`src/rtl/bcd_down_counter.sv`:
```
// Multi-digit synchronous BCD down-counter with parallel load, registered borrow pulse and zero flag.
// Define BCD_DOWN_LOAD_CHECK_EN to add the sticky err output that flags loads with non-BCD digits.
module bcd_down_counter #(
   parameter int DIGITS = 4,
   parameter bit WRAP   = 1'b1
) (
   input  logic                clk,
   input  logic                reset,
   input  logic                load,
   input  logic [4*DIGITS-1:0] din,
   input  logic                en,
   output logic [4*DIGITS-1:0] dout,
   output logic                borrow,
`ifdef BCD_DOWN_LOAD_CHECK_EN
   output logic                err,
`endif
   output logic                zero
);

   localparam int DATA_W = 4 * DIGITS;

   // Force every digit above 9 down to 9 so the count never holds a non-BCD digit.
   function automatic logic [DATA_W-1:0] clamp_bcd(input logic [DATA_W-1:0] v);
      logic [DATA_W-1:0] r;
      r = v;
      for (int i = 0; i < DIGITS; i++) begin
         if (v[4*i +: 4] > 4'd9) r[4*i +: 4] = 4'd9;
      end
      return r;
   endfunction

   function automatic logic has_bad_digit(input logic [DATA_W-1:0] v);
      logic bad;
      bad = 1'b0;
      for (int i = 0; i < DIGITS; i++) begin
         if (v[4*i +: 4] > 4'd9) bad = 1'b1;
      end
      return bad;
   endfunction

   // Returns {borrow_out, value-1}; borrow_out is set only when the input was all zeros,
   // in which case the value naturally comes back as all nines.
   function automatic logic [DATA_W:0] bcd_decrement(input logic [DATA_W-1:0] v);
      logic [DATA_W-1:0] r;
      logic              chain;
      r     = v;
      chain = 1'b1;
      for (int i = 0; i < DIGITS; i++) begin
         if (chain) begin
            if (v[4*i +: 4] == 4'd0) begin
               r[4*i +: 4] = 4'd9;
            end else begin
               r[4*i +: 4] = v[4*i +: 4] - 4'd1;
               chain       = 1'b0;
            end
         end
      end
      return {chain, r};
   endfunction

   logic [DATA_W-1:0] dec_value;
   logic              dec_from_zero;
   logic [DATA_W-1:0] load_value;
   logic              load_bad;

   always_comb begin
      {dec_from_zero, dec_value} = bcd_decrement(dout);
      load_value                 = clamp_bcd(din);
      load_bad                   = has_bad_digit(din);
   end

   always_ff @(posedge clk) begin
      if (reset) begin
         dout   <= '0;
         borrow <= 1'b0;
      end else if (load) begin
         dout   <= load_value;
         borrow <= 1'b0;
      end else if (en) begin
         // Underflow: wrap to all nines or pin at zero, but always report the borrow.
         if (dec_from_zero) begin
            dout   <= WRAP ? dec_value : '0;
            borrow <= 1'b1;
         end else begin
            dout   <= dec_value;
            borrow <= 1'b0;
         end
      end else begin
         borrow <= 1'b0;
      end
   end

`ifdef BCD_DOWN_LOAD_CHECK_EN
   always_ff @(posedge clk) begin
      if (reset) begin
         err <= 1'b0;
      end else if (load) begin
         err <= load_bad;
      end
   end
`else
   logic unused_load_bad;
   assign unused_load_bad = load_bad;
`endif

   assign zero = (dout == '0);

endmodule

```
`config.mk`:
```
export PLATFORM = sky130hd
export DESIGN_NAME = bcd_down_counter
export DESIGN_NICKNAME = d
export VERILOG_FILES = /design/src/rtl/bcd_down_counter.sv
export SDC_FILE = /design/constraint.sdc
export NUM_CORES = 1
export LEC_CHECK = 0
export CAP_MARGIN = 5
export CORE_MARGIN = 8
export CORE_UTILIZATION = 42
export DETAILED_ROUTE_END_ITERATION = 7
export MAX_ROUTING_LAYER = met4
export PLACE_DENSITY = 0.76
export SYNTH_ARGS = -nofsm -noshare
export SYNTH_HDL_FRONTEND = slang
export SYNTH_SLANG_ARGS = --single-unit
```
`constraint.sdc`:
```
create_clock -name clk -period 3.05 [get_ports clk]
set_clock_uncertainty 0.15 [all_clocks]
set_input_delay 0.61 -clock clk [delete_from_list [all_inputs] [get_ports clk]]
set_output_delay 0.61 -clock clk [all_outputs]
set_load 0.05 [all_outputs]
```
Word level (Yosys, flattened, before mapping)

Index checks and enable logic that the tools add are counted.

Bitwise operators: 1
Reductions and logical operators: 13
Magnitude comparators: 4
Multiplexer cells: 21
Add/sub/neg operators: 4

Operator list:

| kind                | number |
|---|---|
| $mux 4              | 11 |
| $mux 16             | 2 |
| $gt 4x4->1 const B  | 4 |
| $logic_not 16->1    | 1 |
| $logic_not 4->1     | 4 |
| $sub 4x1->4 const B | 4 |
| $mux 1              | 8 |
| $reduce_bool 2->1   | 4 |
| $reduce_and 2->1    | 3 |
| $reduce_or 3->1     | 1 |
| $not 1->1           | 1 |

Output and inout bits: 18
Word-level logic and storage cells: 48
Register bits after elaboration: 17
Input bits: 20

Longest topological paths before layout

Word-level depth: 7
Mapped depth: 5
Gate-level depth less buffers: 4

Least setup slack after synthesis

No wires, ideal clock.

Path type: register -> output
Start: register dout[8]
End: output port zero
Stages on the path, launching flop included: 4
Required time: 2.290 ns
Arrival time: 2.904 ns
Slack: -0.614 ns
Cells stage by stage: dfxtp_1 -> or3_1 -> or4_4 -> nor4_1

Cells in the longest elaborated chain, start to end: 1

Ends and longest elaborated chain:

| what                     | line | source |
|---|---|---|
| start: declaration       | 12   | `output logic [4*DIGITS-1:0] dout,` |
| start signal: assignment | 77   | `dout <= load_value;` |
| start signal: assignment | 82   | `dout <= WRAP ? dec_value : '0;` |
| start signal: assignment | 85   | `dout <= dec_value;` |
| $logic_not 16->1         | 106  | `assign zero = (dout == '0);` |
| end: declaration         | 17   | `output logic zero` |

Every way passes these cells.

Worst setup path after layout

Same ends and word-level chain as after synthesis.

==> metrics.txt <==
status completed; setup TNS 0 ns; # diodes 0; Syn-to-layout area delta 48.6%; Post-Syn Area approximately 960 um^2; I/O Pins 38; fin nets approximately 180; # fillers 201; CP max FO 7; Worst Hold Class flop to flop; max_cap viols 0; first-pass GRT wire length between 4000 and 5000 um; share of layout cells above drive strength 1 0.118; RSZ-0062 raised after global routing no; commonest non-fill, non-tap cells in the layout 36 x clkdlybuf4s50_1, 18 x nor2_1, 17 x dfxtp_1; CP endpoint kind primary output; path depth of the worst reg2reg path 4; die height approximately 64 um; Final Hold Vio Count 0; average size of a mapped cell 8.11 um^2; total congestion overflow 0; Netlist cell types 40; fin crit period about 2.8 ns; pwr/cell area 418 nW/um^2; Port Buf Inserts 37; critical path type flop to primary output; die width about 64 um; Cell Count Post-Placement around 190; DP Wirelength roughly 2200 um; Max H-tree Level 1; cts hold-fix bufs 0; LEAKAGE around 0.5 nW; Post-CTS Setup Inserts 0; post-synthesis cell count 119; Synth area leaders dfxtp_1 35%, nor2_1 7.0%, o21ai_0 6.2%; Starting Density 0.440; fin. max-slew vios 0; top_reg_cell synth dfxtp_1; Max IR drop VDD 0.285 mV; Worst Hold Launch dout[13]; Peak Freq 0.359 GHz; Synth Net Count ~140; initial antenna violation count 0; drt first pass iters 4; slew margin rel. 0.632; Resize count post-CTS 0; fin cells around 190; Max Root-Sink Buffers 2; DR vias around 1100; reg2reg start dout[8]; die area approximately 4000 um^2; Register Area between 300 and 400 um^2; final setup fails 0; Hold Path Depth 2; Critical Path Max Stage Delay about 0.48 ns; Final GP Congestion approximately 0.85; post-synth top area share 0.353; Multi-input gate area between 600 and 700 um^2; largest area contributor in the netlist dfxtp_1; Critical Path RT ~2.3 ns; commonest non-fill, non-tap cell in the layout clkdlybuf4s50_1; antenna violation net count after detailed routing 0; clock buffer count from CTS 3; clock sinks 17; Async SR Flop Fraction 0; CP startpoint kind flop; GRT Overall Usage 0.146; clock root cell clkbuf_4; Final Util 0.654; Rows 17; WL per Instance roughly 16 um; worst path cell trace or3_1 -> or4_4 -> nor4_4 -> buf_12; clock latency on the worst-skew pair roughly 0.30 ns; Seq cells post-synth 17; vias per cell about 6; WHS just over 0.4 ns; Worst Max-Slew Pin Slew roughly 0.55 ns; Seq/Total Area, Yosys 0.353; Post-synth EDFFs 0; Clk pin slew, worst setup/hold paths ~0.11 ns; core area roughly 2200 um^2; power after layout 0.599 mW; final period utilization 0.914; Slowest-stage cell, CP or4_4; Total Wirelength between 2000 and 3000 um; DR DRC count 0; largest net degree at the start of global routing 16; Detailed Route Iter0 Violations 39; CTS tree done; critical path arrival between 2 and 2.5 ns; warning count from the yosys run 0; vias in the first global route between 1000 and 1500; Setup crit start dout[8]
-- sequential cells by signal, indices dropped and copies added (netlist names) --
register,cells
dout,16
borrow,1
-- layer usage --
metal | GRT usage | part of all wire | vias to the layer above
li1 | - | - | 530
met2 | 0.226 | 0.48 | 45
met5 | - | 0 | -
met1 | 0.173 | 0.44 | 521
met4 | 0.0780 | 0.027 | 0
met3 | 0.0296 | 0.057 | 8
-- metrics by stage --
step | cell area (um^2) | setup WS (ns)
finish | 1430 | 0.264
global placement | 1410 | 0.351
CTS | 1430 | 0.258
floorplan | 980 | 0.267
global route | 1430 | 0.178
detailed placement | 1410 | 0.243
-- worst max-delay path: cells and delay by family, from the launching register on --
kind | cells | cell delay (ns)
AND/OR/NAND/NOR | 3 | 1.18
flip-flops | 1 | 0.38
buffers and inverters | 1 | 0.18
-- synthesized netlist by cell type, types with 2 or more instances --
cell	count
nand2_1	8
or4_1	2
dfxtp_1	17
nor2_1	18
a221oi_1	4
or4_4	2
clkbuf_1	2
nor3_1	5
a311oi_1	2
xnor2_1	2
nor2b_1	2
inv_1	3
nand3_1	4
nand4_1	2
nor4_1	2
a31oi_1	2
mux2i_1	2
a21oi_1	3
a21o_1	2
xor2_1	3
or3_1	2
o21ai_0	12
-- cells by family (layout without fill, tap and decap cells) --
group | count (synthesis) | in the layout | share of synthesized area
AOI/OAI and AO/OA | 30 | 30 | 0.210
xor gates and xnor gates | 5 | 5 | 0.0454
buffers and inverters | 7 | 49 | 0.0350
DFF | 17 | 17 | 0.353
muxes | 2 | 2 | 0.0208
and+or+nand+nor | 58 | 58 | 0.336
-- power breakdown --
group          switching, mW  internal (mW)
registers             0.0246          0.237
logic                  0.121         0.0897
clock network         0.0772         0.0488
-- worst paths after layout --
kind,end,slack (ns)
worst max-delay path,zero,0.26
worst min-delay path,dout[13],0.41
worst max register to register,dout[15],0.72
worst min register to register,dout[13],0.41
-- area by class of cell --
class / count / share of cell area
sequential: 17 / 0.237
inverter: 4 / 0.0105
clock buffer: 3 / 0.0157
multi-input combinational: 95 / 0.422
tap: 28 / 0.0244
timing repair buffer: 41 / 0.286
clock inverter: 1 / 0.00349
Power figures use the tool's default switching activity.
